[src/rtl/tick_arbiter_pkg.sv]
// Shared types and helpers for the tick_arbiter timer-sharing block.
package tick_arbiter_pkg;

    typedef enum logic [1:0] {
        ST_IDLE = 2'd0,
        ST_LOAD = 2'd1,
        ST_RUN  = 2'd2,
        ST_DONE = 2'd3
    } state_e;

    localparam int CW_DEFAULT = 16;
    localparam int N_MAX      = 8;

    // Requests at or above ptr take precedence; if none, wrap to the lowest set request.
    function automatic logic [2:0] rr_pick(input logic [N_MAX-1:0] req, input logic [2:0] ptr);
        logic [N_MAX-1:0] masked;
        logic [N_MAX-1:0] src;
        logic [2:0]       pick;
        masked = req & ~((N_MAX'(1) << ptr) - N_MAX'(1));
        src    = (|masked) ? masked : req;
        pick   = '0;
        for (int i = N_MAX - 1; i >= 0; i--) begin
            if (src[i]) pick = 3'(i);
        end
        return pick;
    endfunction

endpackage

[src/rtl/tick_arbiter_tc_timer.sv]
// Shared terminal-count timer: latches a terminal count, counts up, flags the match.
module tc_timer
    import tick_arbiter_pkg::*;
#(
    parameter int CW = CW_DEFAULT
) (
    input  logic          clk,
    input  logic          rst,
    input  logic          load_i,
    input  logic          clear_i,
    input  logic          en_i,
    input  logic [CW-1:0] tc_i,
    output logic [CW-1:0] count_o,
    output logic          tc_hit_o
);

    logic [CW-1:0] tc_q;
    logic [CW-1:0] count_q;

    // Clear wins over increment so the count never wraps past a full-scale terminal count.
    always_ff @(posedge clk) begin
        if (rst) begin
            tc_q    <= '0;
            count_q <= '0;
        end else begin
            if (load_i) tc_q <= tc_i;
            if (clear_i) begin
                count_q <= '0;
            end else if (en_i) begin
                count_q <= count_q + CW'(1);
            end
        end
    end

    assign count_o  = count_q;
    assign tc_hit_o = (count_q == tc_q);

endmodule

[src/rtl/tick_arbiter.sv]
// Round-robin arbiter sharing one terminal-count timer among N requesters.
// Build option: define TICK_ARBITER_PERIODIC_EN for gap-free periodic ticks to a sole requester.
module tick_arbiter
    import tick_arbiter_pkg::*;
#(
    parameter int N  = 4,
    parameter int CW = CW_DEFAULT
) (
    input  logic            clk,
    input  logic            rst,
    input  logic [N-1:0]    req_i,
    input  logic [N*CW-1:0] tc_in_i,
    output logic [N-1:0]    grant_o,
    output logic [N-1:0]    done_o,
    output logic            busy_o,
    output logic [CW-1:0]   cur_count_o,
    output logic [1:0]      state_o
);

`ifdef TICK_ARBITER_PERIODIC_EN
    localparam bit PERIODIC = 1'b1;
`else
    localparam bit PERIODIC = 1'b0;
`endif

    localparam int IW = $clog2(N);

    state_e        state_q;
    logic [IW-1:0] sel_q;
    logic [IW-1:0] rr_ptr_q;
    logic [N-1:0]  grant_q;
    logic [N-1:0]  done_q;

    logic [IW-1:0] pick_d;
    logic [IW-1:0] rr_ptr_d;
    logic [N-1:0]  sel_onehot;
    logic [N-1:0]  pick_onehot;
    logic          sel_req;
    logic          others_pending;
    logic [CW-1:0] tc_sel;
    logic [CW-1:0] count;
    logic          tc_hit;
    logic          timer_load;
    logic          timer_clear;
    logic          timer_en;

    always_comb begin
        pick_d         = IW'(rr_pick(N_MAX'(req_i), 3'(rr_ptr_q)));
        rr_ptr_d       = (int'(sel_q) == N - 1) ? '0 : sel_q + IW'(1);
        sel_onehot     = '0;
        sel_onehot[sel_q] = 1'b1;
        pick_onehot    = '0;
        pick_onehot[pick_d] = 1'b1;
        sel_req        = req_i[sel_q];
        others_pending = |(req_i & ~sel_onehot);
        tc_sel         = tc_in_i[sel_q*CW +: CW];
        timer_load     = (state_q == ST_LOAD);
        timer_en       = (state_q == ST_RUN);
        // Clearing on abandon as well keeps the count at zero outside RUN.
        timer_clear    = timer_load || ((state_q == ST_RUN) && (tc_hit || !sel_req));
    end

    tc_timer #(.CW(CW)) u_timer (
        .clk      (clk),
        .rst      (rst),
        .load_i   (timer_load),
        .clear_i  (timer_clear),
        .en_i     (timer_en),
        .tc_i     (tc_sel),
        .count_o  (count),
        .tc_hit_o (tc_hit)
    );

    always_ff @(posedge clk) begin
        if (rst) begin
            state_q  <= ST_IDLE;
            sel_q    <= '0;
            rr_ptr_q <= '0;
            grant_q  <= '0;
            done_q   <= '0;
        end else begin
            done_q <= '0;
            case (state_q)
                ST_IDLE: begin
                    if (|req_i) begin
                        sel_q   <= pick_d;
                        grant_q <= pick_onehot;
                        state_q <= ST_LOAD;
                    end
                end
                ST_LOAD: begin
                    if (!sel_req) begin
                        grant_q  <= '0;
                        rr_ptr_q <= rr_ptr_d;
                        state_q  <= ST_IDLE;
                    end else begin
                        state_q <= ST_RUN;
                    end
                end
                ST_RUN: begin
                    if (!sel_req) begin
                        grant_q  <= '0;
                        rr_ptr_q <= rr_ptr_d;
                        state_q  <= ST_IDLE;
                    end else if (tc_hit) begin
                        done_q <= sel_onehot;
                        // A sole holder keeps the grant and the timer restarts from zero.
                        if (!(PERIODIC && !others_pending)) begin
                            grant_q <= '0;
                            state_q <= ST_DONE;
                        end
                    end
                end
                ST_DONE: begin
                    rr_ptr_q <= rr_ptr_d;
                    state_q  <= ST_IDLE;
                end
                default: state_q <= ST_IDLE;
            endcase
        end
    end

    assign grant_o     = grant_q;
    assign done_o      = done_q;
    assign busy_o      = (state_q != ST_IDLE);
    assign cur_count_o = (state_q == ST_RUN) ? count : '0;
    assign state_o     = state_q;

endmodule

[config.mk]
export PLATFORM = sky130hd
export DESIGN_NAME = tick_arbiter
export DESIGN_NICKNAME = d
export VERILOG_FILES = /design/src/rtl/tick_arbiter_pkg.sv /design/src/rtl/tick_arbiter_tc_timer.sv /design/src/rtl/tick_arbiter.sv
export SDC_FILE = /design/constraint.sdc
export NUM_CORES = 1
export LEC_CHECK = 0
export CAP_MARGIN = 20
export CORE_UTILIZATION = 49
export CTS_CLUSTER_DIAMETER = 50
export DETAILED_ROUTE_END_ITERATION = 7
export GPL_ROUTABILITY_DRIVEN = 0
export PLACE_DENSITY = 0.85
export RECOVER_POWER = 50
export SYNTH_ARGS = -nofsm -noshare
export SYNTH_HDL_FRONTEND = slang
export SYNTH_HIERARCHICAL = 1
export SYNTH_SLANG_ARGS = --single-unit
[constraint.sdc]
create_clock -name clk -period 7.07 [get_ports clk]
set_input_delay 2.121 -clock clk [delete_from_list [all_inputs] [get_ports clk]]
set_output_delay 2.121 -clock clk [all_outputs]
set_load 0.05 [all_outputs]
==> summary.txt <==
Logic synthesis
  • Ys Warns: 6
  • Synth async-reset ratio: 0
  • Post-synth EDFFs: 0
  • Distinct cells, synth: 44
  • Synth top area share: 0.324
  • FF+latch count, synth: 46
  • Most common flop cell mapped by yosys: dfxtp_1
  • Post-synthesis instance area: roughly 2800 um^2
  • Syn Area/Cell: between 9 and 10 um^2
  • Largest cells by area after synthesis: dfxtp_1 (32%), mux4_2 (9.5%), mux2i_1 (7.8%)
  • Sequential share of the synthesized area: 0.324
  • Post-synth net total: about 370
  • Post-Synthesis Cells: slightly below 300
  • Largest area contributor in the netlist: dfxtp_1

Layout
  • Most frequent cells in the layout: clkdlybuf4s50_1 (69), dfxtp_1 (46), nor2_1 (37)
  • Commonest non-fill, non-tap cell in the layout: clkdlybuf4s50_1
  • Layout fillers: 409
  • Finished Layout Cells: 451
  • Area of the multi-input gates: 1800 um^2
  • Final net count: about 460
  • Layout cells sized above 1: 0.0739
  • Storage cell area: between 900 and 1000 um^2
  • Antenna Cells: 0
  • Area Overhead vs Synth: 38.4%

Floorplan
  • Row cnt: 27
  • Starting Density: 0.512
  • Die area: 6100 um^2
  • Width of the die: 78.1 um
  • DIE HEIGHT: between 70 and 80 um
  • CORE AREA: 5540 um^2
  • I/O Pins: between 90 and 100

Timing
  • Final count of pins violating max slew: 0
  • Slew @ Worst Pin: ~1.1 ns
  • RSZ-0062 raised after global routing: false
  • Rel. slew slack: 0.272
  • Tmin final: 4.66 ns
  • Aggregate negative setup slack: 0 ns
  • Fin crit share: 0.658
  • Fmax: 215 MHz
  • Final Skew: 0.00909 ns
  • Endpoints failing hold: 0
  • Setup Viol. Count Final: 0

Routing
  • Vias per std cell: between 5 and 6
  • Via count: 2516
  • Pre-antenna DRT Iters: 4
  • Routed len/inst: roughly 15 um
  • First DRT Iteration DRCs: 123
  • DRC viols: 0
  • Routed wire length: 6870 um
  • DRT antenna net count: 0

Clocking
  • Post-cts sizing count: 0
  • H-tree Lvls: 2
  • Worst-path clk slew: 0.09 ns
  • Clock root buffer: clkbuf_8
  • Worst skew pair latency: 0.30 ns
  • Clk sink count: 46
  • CTS tree: built
  • CTS Buf Count: 5
  • # Post-CTS Setup Buffers: 0
  • Max Root-Sink Buffers: 2
  • CTS Hold Bufs: 0

Setup path
  • Critical path type: register to primary output
  • Critical Path Sink Type: primary output
  • Crit-path max FO: 30
  • Cells along the critical path: inv_1, ha_1, and2_1, clkdlybuf4s50_1
  • Critical path's slowest cell: clkdlybuf4s50_1
  • R2R setup slack: 4.56 ns
  • Data required time of the worst path: 4.95 ns
  • Max incr delay on CP: 0.80 ns
  • Startpoint Class: register
  • Crit path DAT: 2.53 ns

GRT
  • Vias in the first global route: roughly 2400
  • Initial antenna violation count: 0
  • Remaining global-route overflow: 0
  • All-layer global routing usage: 0.241
  • Global-route wire length before repair: 11600 um
  • Largest net degree at the start of global routing: 34

Place
  • Inst Count DP: 443
  • Post-DP HPWL: 5300 um
  • Port bufs: 96

Job
  • Max-capacitance violation count: 0

Hold path
  • Hold WC Path Type: register to register

Pwr
  • Seq pwr share: 0.443
  • Power density over the cells: 166 nW/um^2
  • Logic gate share of total power: 0.260
  • Clk network pwr share: 0.297
  • NetSw: 0.178 mW
  • Leakage: 1.47 nW
  • Sw Ratio: 0.273
  • Int Pwr: ~0.47 mW
  • Worst VDD drop: about 0.11 mV

Status
  • Outcome: finished, final reports clean
Yosys cell counts, types with 3 or more instances:
| cell | n |
|---|---|
| mux4_2 | 12 |
| dfxtp_1 | 46 |
| o41ai_1 | 4 |
| nor3_1 | 4 |
| xnor2_1 | 20 |
| o21ai_0 | 7 |
| mux2i_1 | 22 |
| nand4_1 | 10 |
| nor2b_1 | 8 |
| buf_2 | 3 |
| or3_1 | 6 |
| a21oi_1 | 6 |
| ha_1 | 10 |
| mux4_1 | 5 |
| inv_1 | 8 |
| nand3_1 | 3 |
| nor2_1 | 37 |
| and2_1 | 22 |
| clkbuf_1 | 9 |
| nand2_1 | 11 |
| xor2_1 | 6 |
per-layer routing:
metal  share of wire  vias to the layer above  GRT usage
met2            0.52                      103      0.429
met3           0.070                       13     0.0547
met5               0                        -          0
met4           0.017                        0     0.0685
li1                -                     1205          -
met1            0.40                     1195      0.289
critical path, delay by kind of cell (launching register included):
kind	cells	cell delay, ns
DFF	1	0.36
and+or+nand+nor	1	0.23
adders and majority gates	1	0.73
buffers and inverters	2	0.92
cells by family (layout without fill, tap and decap cells):
group / Yosys count / after routing / share of synthesized area
AND/OR/NAND/NOR: 117 / 117 / 0.225
multiplexers: 39 / 39 / 0.219
flip-flops: 46 / 46 / 0.324
AO/OA/AOI/OAI: 27 / 27 / 0.0665
XOR/XNOR: 26 / 26 / 0.0802
buffers and inverters: 24 / 114 / 0.0410
adder cells (fa/ha/maj): 10 / 10 / 0.0441
state kept, by name (all words and copies together), names as in the netlist:
register,count
done_o,4
u_timer/count_o,16
rr_ptr_q,2
u_timer/tc_q,16
state_o,2
grant_o,4
sel_q,2
worst paths after layout:
| check | cells after the start | end | from |
|---|---|---|---|
| worst min-delay path | 2 | rr_ptr_q[0]$_SDFFE_PP0P_ | rr_ptr_q[0]$_SDFFE_PP0P_ |
| worst min register to register | 2 | rr_ptr_q[0]$_SDFFE_PP0P_ | rr_ptr_q[0]$_SDFFE_PP0P_ |
| worst max-delay path | 4 | cur_count_o[4] | state_o[0]$_SDFFE_PP0P_ |
| worst max register to register | 7 | grant_o[0]$_SDFFE_PP0P_ | u_timer/count_o[2]$_SDFFE_PP0P_ |
metrics by stage:
stage                      util  hold WS [ns]  setup slack (ns)  total power [mW]  area, um^2
after floorplan               -         0.475              3.10             0.400        2840
after detailed placement  0.689         0.507              2.71             0.467        3820
after global placement    0.689         0.497              2.79             0.461        3820
final                     0.709         0.532              2.41             0.652        3930
after CTS                 0.709         0.521              2.38             0.660        3930
after global routing      0.709         0.547              2.19             0.685        3930
area by class of cell:
type | count | area share
Clock buffer | 6 | 0.0185
Clock inverter | 2 | 0.00955
Inverter | 8 | 0.00764
Multi-Input combinational cell | 219 | 0.459
Sequential cell | 46 | 0.234
Tap cell | 72 | 0.0229
Timing Repair Buffer | 98 | 0.248
power groups by stage:
stage	sequential (mW)	combinational, mW	clock (mW)
6_report	0.289	0.170	0.193
5_1_grt	0.291	0.183	0.210
4_1_cts	0.289	0.173	0.198
3_5_place_dp	0.295	0.172	0
3_3_place_gp	0.294	0.167	0
2_1_floorplan	0.298	0.103	0
No activity file was read; power rests on OpenSTA's default activity.
==> RTL edit (config.mk and constraints unchanged) <==
Make the reset (`rst`) asynchronous in 2 clocked blocks.
--- a/src/rtl/tick_arbiter_tc_timer.sv
+++ b/src/rtl/tick_arbiter_tc_timer.sv
@@ -19,5 +19,5 @@
 
     // Clear wins over increment so the count never wraps past a full-scale terminal count.
-    always_ff @(posedge clk) begin
+    always_ff @(posedge clk or posedge rst) begin
         if (rst) begin
             tc_q    <= '0;
--- a/src/rtl/tick_arbiter.sv
+++ b/src/rtl/tick_arbiter.sv
@@ -72,5 +72,5 @@
     );
 
-    always_ff @(posedge clk) begin
+    always_ff @(posedge clk or posedge rst) begin
         if (rst) begin
             state_q  <= ST_IDLE;
Behaviour: differs if rst is asserted again (counterexample within 4 cycles, from zero or initial values and one cycle with rst high); with rst held inactive, the same outputs for 4 cycles.
==> RTL edit against the unedited design <==
The run now ends with capacitance limit, slew limit left; routed wire length rose by 0.26%; register-to-register slack got worse by 0.85 ns; sequential cell count did not move; critical path depth did not move; sequential share of layout area rose by 4.9 points; clock skew rose by 0.00055 ns; design area rose by 3.2%; worst setup slack got worse by 0.11 ns; worst hold slack got worse by 0.0011 ns; critical endpoint is now cur_count_o[1]; area after synthesis rose by 4.2%; fmax fell by 2.3%.
Power is not compared: it rests on default switching activity, and its combinational part moved more than twofold at a synthesized area within 25%.
==> RTL edit: results (changes against the unedited design) <==
RR Startpoint sel_q[1]; gr usage total 23.68% (-0.43 points); Synth async-reset ratio 100.0% (+100 points); hold path cells 1 (-1); first-pass GRT wire length 11220 um (-3.0%); pre-CTS setup slack 2.115 ns (-0.5906 ns); hold path endpoint u_timer/tc_q[10]; layout cells sized above 1 13.92% (+6.5 points); synth cell count leaders dfrtp_1 (46), xnor2_1 (26), and2_1 (20); violated checks capacitance limit, slew limit; Via density 5.611 (+0.58%); Synth Area in Adders 3.807% (-0.60 points); met2 Use GR 37.78% (-5.1 points); Post-Route M1 WL 3007 um (+10%); met1 usage 31.49% (+2.6 points); post-cts resize count 0 (unchanged); Post-Synth XOR/XNOR Area 7.995% (-0.026 points); met3 routed WL 296 um (-38%); WHS 0.5305 ns (-0.001081 ns); Final Max Slew Viols 33 (+33); flop2flop setup slack 3.71 ns (-0.85 ns); Compound-Gate Fraction of Synth Area 8.206% (+1.6 points); status complete, but fails checks; Worst-path clk slew 0.09 ns (about the same); Hold-fix buffers, CTS 0 (unchanged); Area after DPL 3969 um^2 (+3.9%); met3 GRT Util 3.771% (-1.7 points); Critical Path Fanout Max 26 (-13%); worst r2r dst u_timer/count_o[15]; syn nets 336 (-8.9%); sequential-to-total area share from yosys stat 38.92% (+6.5 points); Total Nets Final 430 (-6.1%); Arrival @ worst endpoint 2.64 ns (+0.11 ns); multiplexer share of the synthesized area 21.62% (-0.29 points); Max Cap Viol 1 (+1); Hold Startpoint u_timer/tc_q[10]; met2 wire length 3410 um (-4.1%); drt first-iter violations 143 (+16%); Slew headroom -11.73% (-39 points); largest net degree at the start of global routing 33 (-2.9%); DPL Wire Length 5404 um (+2.0%); Top FF cell, synth dfrtp_1; Routed WL per cell 16.25 um (+6.6%)
RTL edit: layout make-up:
cell class	instances	area (um^2)
repair buffers	98	972.2
fillers	397	1619
inverters	15	56.30
flip-flops and latches	46	1151
multi-input cells	185	1695
well taps	72	90.09
clock buffers	7	86.33
clock inverters	1	5.005
RTL edit: worst max-delay path by stage:
stage | startpoint | cells past startpoint | endpoint | slack, ns
CTS | state_o[0] | 4 | cur_count_o[1] | 2.29
global placement | req_i[3] | 8 | u_timer/count_o[15] | 2.21
global route | state_o[0] | 4 | cur_count_o[6] | 2.13
finish | state_o[0] | 4 | cur_count_o[1] | 2.31
floorplan | state_o[1] | 4 | cur_count_o[10] | 2.90
detailed placement | req_i[3] | 8 | u_timer/count_o[15] | 2.12
RTL edit: per-stage QoR:
stage | cells | util [%]
final | 424 | 71.47
after global routing | 424 | 71.47
after CTS | 424 | 71.54
after detailed placement | 416 | 69.93
after global placement | 416 | 69.93
after floorplan | 257 | -
